File: src/rtl/rand_uart_tx.sv
`default_nettype none
// ============================================================================
// Module      : rand_uart_tx
// Description : Captures the generator's random byte on a programmable
//               sample period and transmits it as a UART frame (8N1, or
//               8E1 when RAND_UART_PARITY_EN is defined). Exposes the last
//               captured byte and a sticky overrun flag.
// Config      : `RAND_UART_PARITY_EN adds an even-parity bit between the
//               data bits and the stop bit.
// Revision    : 1.0 - initial release
// ============================================================================
module rand_uart_tx #(
  parameter logic [23:0] SAMPLE_PERIOD = 24'd10_000_000,
  parameter logic [15:0] CLKS_PER_BIT  = 16'd87
) (
  input  logic       clk_i,
  input  logic       rst_i,
  input  logic       en_i,
  input  logic [7:0] rand_i,
  output logic       tx_o,
  output logic       busy_o,
  output logic [7:0] sample_o,
  output logic       overrun_o
);

`ifdef RAND_UART_PARITY_EN
  typedef enum logic [2:0] {
    S_IDLE   = 3'd0,
    S_START  = 3'd1,
    S_DATA   = 3'd2,
    S_PARITY = 3'd3,
    S_STOP   = 3'd4
  } state_t;
`else
  typedef enum logic [2:0] {
    S_IDLE  = 3'd0,
    S_START = 3'd1,
    S_DATA  = 3'd2,
    S_STOP  = 3'd3
  } state_t;
`endif

  localparam logic [23:0] c_TICK_AT  = SAMPLE_PERIOD - 24'd1;
  localparam logic [15:0] c_BIT_LAST = CLKS_PER_BIT - 16'd1;

  state_t      r_state;
  logic [23:0] r_timer;
  logic [15:0] r_baud;
  logic [2:0]  r_bit_idx;
  logic [7:0]  r_shift;
  logic        r_tx;
  logic        r_busy;
  logic [7:0]  r_sample;
  logic        r_overrun;

  logic w_tick;
  logic w_bit_end;
  logic w_accept;

  // A tick is only meaningful while the timer is enabled.
  assign w_tick    = en_i && (r_timer == c_TICK_AT);
  assign w_bit_end = (r_baud == c_BIT_LAST);
  // Accept when idle, or exactly on the last clock of the stop bit so
  // back-to-back frames run with no idle gap.
  assign w_accept  = w_tick &&
                     ((r_state == S_IDLE) || ((r_state == S_STOP) && w_bit_end));

  // Sample-period timer: free-runs 0..SAMPLE_PERIOD-1 while enabled.
  always_ff @(posedge clk_i or posedge rst_i) begin
    if (rst_i) begin
      r_timer <= 24'd0;
    end else if (!en_i || w_tick) begin
      r_timer <= 24'd0;
    end else begin
      r_timer <= r_timer + 24'd1;
    end
  end

  // Frame FSM with registered line, busy, sample and overrun outputs.
  always_ff @(posedge clk_i or posedge rst_i) begin
    if (rst_i) begin
      r_state   <= S_IDLE;
      r_baud    <= 16'd0;
      r_bit_idx <= 3'd0;
      r_shift   <= 8'h00;
      r_tx      <= 1'b1;
      r_busy    <= 1'b0;
      r_sample  <= 8'h00;
      r_overrun <= 1'b0;
    end else begin
      if (w_tick && !w_accept) begin
        r_overrun <= 1'b1;
      end
      if (w_accept) begin
        r_state  <= S_START;
        r_shift  <= rand_i;
        r_sample <= rand_i;
        r_tx     <= 1'b0;
        r_busy   <= 1'b1;
        r_baud   <= 16'd0;
      end else begin
        case (r_state)
          S_IDLE: begin
            r_baud <= 16'd0;
          end
          S_START: begin
            if (w_bit_end) begin
              r_state   <= S_DATA;
              r_tx      <= r_shift[0];
              r_bit_idx <= 3'd0;
              r_baud    <= 16'd0;
            end else begin
              r_baud <= r_baud + 16'd1;
            end
          end
          S_DATA: begin
            if (w_bit_end) begin
              r_baud <= 16'd0;
              if (r_bit_idx == 3'd7) begin
`ifdef RAND_UART_PARITY_EN
                r_state <= S_PARITY;
                r_tx    <= ^r_sample;
`else
                r_state <= S_STOP;
                r_tx    <= 1'b1;
`endif
              end else begin
                r_bit_idx <= r_bit_idx + 3'd1;
                r_shift   <= {1'b0, r_shift[7:1]};
                r_tx      <= r_shift[1];
              end
            end else begin
              r_baud <= r_baud + 16'd1;
            end
          end
`ifdef RAND_UART_PARITY_EN
          S_PARITY: begin
            if (w_bit_end) begin
              r_state <= S_STOP;
              r_tx    <= 1'b1;
              r_baud  <= 16'd0;
            end else begin
              r_baud <= r_baud + 16'd1;
            end
          end
`endif
          S_STOP: begin
            if (w_bit_end) begin
              r_state <= S_IDLE;
              r_tx    <= 1'b1;
              r_busy  <= 1'b0;
              r_baud  <= 16'd0;
            end else begin
              r_baud <= r_baud + 16'd1;
            end
          end
          default: begin
            r_state <= S_IDLE;
            r_tx    <= 1'b1;
            r_busy  <= 1'b0;
            r_baud  <= 16'd0;
          end
        endcase
      end
    end
  end

  assign tx_o      = r_tx;
  assign busy_o    = r_busy;
  assign sample_o  = r_sample;
  assign overrun_o = r_overrun;

endmodule
`default_nettype wire

File: config.mk
export PLATFORM = sky130hd
export DESIGN_NAME = rand_uart_tx
export DESIGN_NICKNAME = d
export VERILOG_FILES = /design/src/rtl/rand_uart_tx.sv
export SDC_FILE = /design/constraint.sdc
export NUM_CORES = 1
export LEC_CHECK = 0
export BUFFER_PORTS_ARGS = -buffer_cell sky130_fd_sc_hd__buf_4
export CAP_MARGIN = 10
export CORE_UTILIZATION = 41
export CTS_CLUSTER_DIAMETER = 30
export DETAILED_ROUTE_END_ITERATION = 7
export SLEW_MARGIN = 20
export SYNTH_ARGS = -nofsm -noshare
export SYNTH_HDL_FRONTEND = slang
export SYNTH_SLANG_ARGS = --single-unit
File: constraint.sdc
create_clock -name clk_i -period 4 [get_ports clk_i]
set_input_delay 0.8 -clock clk_i [delete_from_list [all_inputs] [get_ports clk_i]]
set_output_delay 0.8 -clock clk_i [all_outputs]
set_load 0.02 [all_outputs]
==> impl_table.tex <==
\begin{tabular}{lr}
\hline
Metric & Value \\
\hline
\multicolumn{2}{l}{\textbf{Finish}} \\
\quad Syn-to-layout area delta & 14.85\% \\
\quad Layout cells sized above 1 & 13.96\% \\
\quad Post-layout net count & 367 \\
\quad Final antenna diode count & 0 \\
\quad Post-route core utilization & 49.91\% \\
\multicolumn{2}{l}{\textbf{Logic synthesis}} \\
\quad Number of register bits inferred by synthesis & 64 \\
\quad Post-Syn Instances & 318 \\
\quad Count of different cell masters after synthesis & 41 \\
\quad Average cell area after synthesis & 10.12 µm² \\
\quad Top flip-flop cell by instance count after synthesis & sky130\_fd\_sc\_hd\_\_dfrtp\_1 \\
\quad Fraction of the yosys area taken by sequential cells & 49.79\% \\
\quad Yosys warning total & 0 \\
\quad Post-synth EDFFs & 0 \\
\quad Share of synthesized flip-flops with an asynchronous set or reset & 100.0\% \\
\quad Cell Area, Synth & 3219 µm² \\
\quad Post-synth net total & 339 \\
\multicolumn{2}{l}{\textbf{STA}} \\
\quad Max Transition Viols Final & 0 \\
\quad Minimum clock period after layout & 2.584 ns \\
\quad Number of setup violations in the final report & 0 \\
\quad Fin. Hold Viols & 0 \\
\quad Worst slew slack as a fraction of its limit & 37.51\% \\
\quad Unrepaired setup endpoints after global routing & false \\
\quad Worst Skew & 0.01020 ns \\
\quad Final-layout worst hold slack & 0.4862 ns \\
\quad Max Freq & 0.3870 GHz \\
\quad Share of the clock period used by the worst path after layout & 64.61\% \\
\quad Worst-Margin Slew & 0.9373 ns \\
\quad Accumulated negative setup slack & 0 ns \\
\multicolumn{2}{l}{\textbf{Setup path}} \\
\quad Worst setup EP type & flop \\
\quad CP Class & reg2reg \\
\quad Worst-path maximum fanout & 19 \\
\quad Data required time at the worst endpoint & 4.25 ns \\
\quad Cell count of the worst reg-to-reg path & 7 \\
\quad Slowest Stage Delay on Critical Path & 0.92 ns \\
\quad Worst path depth & 7 \\
\quad Arrival time worst endpoint & 2.83 ns \\
\quad Type of origin of the critical path & flop \\
\quad Max stage delay cell, worst path & sky130\_fd\_sc\_hd\_\_a2111oi\_4 \\
\quad CP Cell Sequence & ha\_1 -> nor4b\_1 -> nand4\_2 -> a2111oi\_4 -> buf\_4 -> nand2\_1 -> o21ai\_0 \\
\quad Buffering stage count on the worst path with inverters included & 1 \\
\quad Cell family with the largest share of critical-path delay & compound AO/OA/AOI/OAI gates \\
\multicolumn{2}{l}{\textbf{Global route}} \\
\quad Maximum number of pins on one net before global-route repair & 34 \\
\quad Number of global-route vias before repair & 2275 \\
\quad Total global routing overflow & 0 \\
\quad Global Route Usage Sum & 15.97\% \\
\quad Number of antenna violations at the first check in global routing & 0 \\
\quad First-pass GRT wire length & 10.49 mm \\
\multicolumn{2}{l}{\textbf{Detailed routing}} \\
\quad Via density per instance & 5.047 \\
\quad Detailed router's first-iteration violation count & 95 \\
\quad Post-detailed-routing wire length & 5.842 mm \\
\quad Antenna-violating nets left & 0 \\
\quad Total via count in the routed design & 2271 \\
\quad Number of iterations in the first detailed-routing pass & 4 \\
\quad Remaining routing DRC violations & 0 \\
\quad Routed len/inst & 12.98 µm \\
\multicolumn{2}{l}{\textbf{Clocking}} \\
\quad Worst skew pair latency & 0.34 ns \\
\quad TritonCTS clock tree & done \\
\quad Maximum buffer depth of the clock tree & 2 \\
\quad H-tree lvl count & 3 \\
\quad Count of instances resized after the clock tree is built & 0 \\
\quad Number of sinks on the clock net & 64 \\
\quad TritonCTS buffer count & 9 \\
\quad CTS Root Cell & sky130\_fd\_sc\_hd\_\_clkbuf\_8 \\
\quad Clk slew on worst S/H paths & 0.07 ns \\
\quad Setup Buffers After CTS & 0 \\
\quad Cts hold-fix bufs & 0 \\
\multicolumn{2}{l}{\textbf{Min path}} \\
\quad Hold depth & 1 \\
\quad Hold WC Path Type & reg2reg \\
\multicolumn{2}{l}{\textbf{Power and ir drop}} \\
\quad Lkg Pwr & 0.001651 µW \\
\quad Cell internal pwr & 998.9 µW \\
\quad Combinational fraction of design power & 2.4\% \\
\quad Power density cells & 340.8 nW/µm² \\
\quad Reported net switching power & 261.1 µW \\
\quad Flop pwr share & 51.8\% \\
\quad Proportion of total power due to net switching & 20.72\% \\
\quad Proportion of power drawn by the clock network & 45.8\% \\
\quad Highest ir drop seen on vdd & 0.0001916 V \\
\multicolumn{2}{l}{\textbf{Floorplan}} \\
\quad DIE HEIGHT & 90.61 µm \\
\quad Die Outline Area & 8210 µm² \\
\quad Number of placed I/O pins & 22 \\
\quad Initial Utilization & 43.46\% \\
\quad Cell row count & 31 \\
\quad Die width & 90.61 µm \\
\quad Placeable Area & 7408 µm² \\
\multicolumn{2}{l}{\textbf{Place}} \\
\quad Input/output buffers & 21 \\
\quad HPWL after DPL & 4.057 mm \\
\quad Final weighted congestion of routability-driven global placement & 0.7424 \\
\multicolumn{2}{l}{\textbf{Job}} \\
\quad Total of max-cap violations & 0 \\
\multicolumn{2}{l}{\textbf{Status}} \\
\quad Result of the run & complete, no violations \\
\hline
\end{tabular}
[worst paths after layout]
check,startpoint,endpoint,slack (ns)
worst max-delay path,r_state[0]$_DFFE_PP0P_,r_shift[1]$_DFFE_PP0P_,1.42
worst min-delay path,r_timer[0]$_DFF_PP0_,r_timer[0]$_DFF_PP0_,0.49
worst max register to register,r_state[0]$_DFFE_PP0P_,r_shift[1]$_DFFE_PP0P_,1.42
worst min register to register,r_timer[0]$_DFF_PP0_,r_timer[0]$_DFF_PP0_,0.49
max in group asynchronous,rst_i,tx_o$_DFFE_PP1P_,2.52
min in group asynchronous,rst_i,r_timer[16]$_DFF_PP0_,0.58
[cells in the final DEF (no fill, tap or decap), drive strengths merged, types with 14 or more instances in the layout]
cell type  Yosys  routed
nor2          53      53
xor2          19      19
buf            6      25
nand2         25      25
xnor2         17      17
o21ai         21      21
dfrtp         63      63
inv           17      17
nand3         15      15
clkbuf         2      14
[cells by family after synthesis]
family / synth area share, %
compound gates: 5.597
xor+xnor: 9.794
fa+ha+maj: 3.887
buf+inv: 3.342
flops: 49.79
mux: 3.537
simple gates: 24.06
[worst reg2reg max path, cell delays in order (launching register included)]
cell and delay [ns]:
sky130_fd_sc_hd__dfrtp_1 0.40, sky130_fd_sc_hd__ha_1 0.17, sky130_fd_sc_hd__nor4b_1 0.31, sky130_fd_sc_hd__nand4_2 0.22, sky130_fd_sc_hd__a2111oi_4 0.92, sky130_fd_sc_hd__buf_4 0.32
sky130_fd_sc_hd__nand2_1 0.08, sky130_fd_sc_hd__o21ai_0 0.08
[routing by layer]
metal / up-vias / routed length, µm / part of all wire (%) / global-route usage [%]
li1: 1139 / - / - / -
met1: 1095 / 2901 / 50 / 21.22
met2: 31 / 2681 / 46 / 24.75
met3: 6 / 197 / 3.4 / 5.135
met4: 0 / 62 / 1.1 / 4.839
met5: - / 0 / 0 / 0
[Yosys cell counts, types with 2 or more instances]
master	number	share of area, %
sky130_fd_sc_hd__and4_1	6	1.6
sky130_fd_sc_hd__nor4bb_1	2	0.62
sky130_fd_sc_hd__mux2_1	2	0.70
sky130_fd_sc_hd__ha_1	10	3.9
sky130_fd_sc_hd__xor2_1	19	5.2
sky130_fd_sc_hd__dfrtp_1	63	49
sky130_fd_sc_hd__mux2i_1	8	2.5
sky130_fd_sc_hd__nand3_1	15	2.3
sky130_fd_sc_hd__xnor2_1	17	4.6
sky130_fd_sc_hd__nor2b_1	3	0.58
sky130_fd_sc_hd__nor4b_1	4	1.1
sky130_fd_sc_hd__o21ai_0	20	3.1
sky130_fd_sc_hd__nor3_1	9	1.4
sky130_fd_sc_hd__and3_1	4	0.78
sky130_fd_sc_hd__buf_2	4	0.62
sky130_fd_sc_hd__a21oi_1	2	0.31
sky130_fd_sc_hd__inv_1	17	2.0
sky130_fd_sc_hd__o21bai_1	2	0.47
sky130_fd_sc_hd__nor4_4	2	1.3
sky130_fd_sc_hd__nor2_1	53	6.2
sky130_fd_sc_hd__nand2_1	25	2.9
sky130_fd_sc_hd__nand4_1	11	2.1
sky130_fd_sc_hd__nand4_2	2	0.78
[power by group through the flow]
stage | clock network [µW] | logic [µW] | registers [µW]
after global placement | 0 | 32.3 | 665
after detailed placement | 0 | 32.8 | 665
final | 577 | 30.7 | 652
after floorplan | 0 | 17.2 | 664
after CTS | 598 | 32.6 | 652
after global routing | 623 | 36.7 | 652
[metrics by stage]
step / area (µm²) / std cells / worst slack [ns] / power (µW)
4_1_cts: 3697 / 450 / 1.388 / 1283
5_1_grt: 3697 / 450 / 1.101 / 1312
2_1_floorplan: 3219 / 318 / 1.604 / 681.2
3_5_place_dp: 3487 / 434 / 1.421 / 697.4
3_3_place_gp: 3487 / 434 / 1.482 / 696.8
6_report: 3697 / 450 / 1.416 / 1260
[registers in the layout, summed over array words and instances (netlist names)]
register,cells
tx_o,1
r_bit_idx,3
r_shift,8
busy_o,1
overrun_o,1
sample_o,8
r_state,2
r_timer,24
r_baud,16
[area by class of cell]
type / count / area, µm²
Clock inverter: 2 / 37.54
Multi-Input combinational cell: 229 / 1509
Clock buffer: 14 / 172.7
Timing Repair Buffer: 25 / 187.7
Tap cell: 99 / 123.9
Fill cell: 706 / 3711
Sequential cell: 64 / 1603
Inverter: 17 / 63.81
Power figures use the tool's default switching activity.
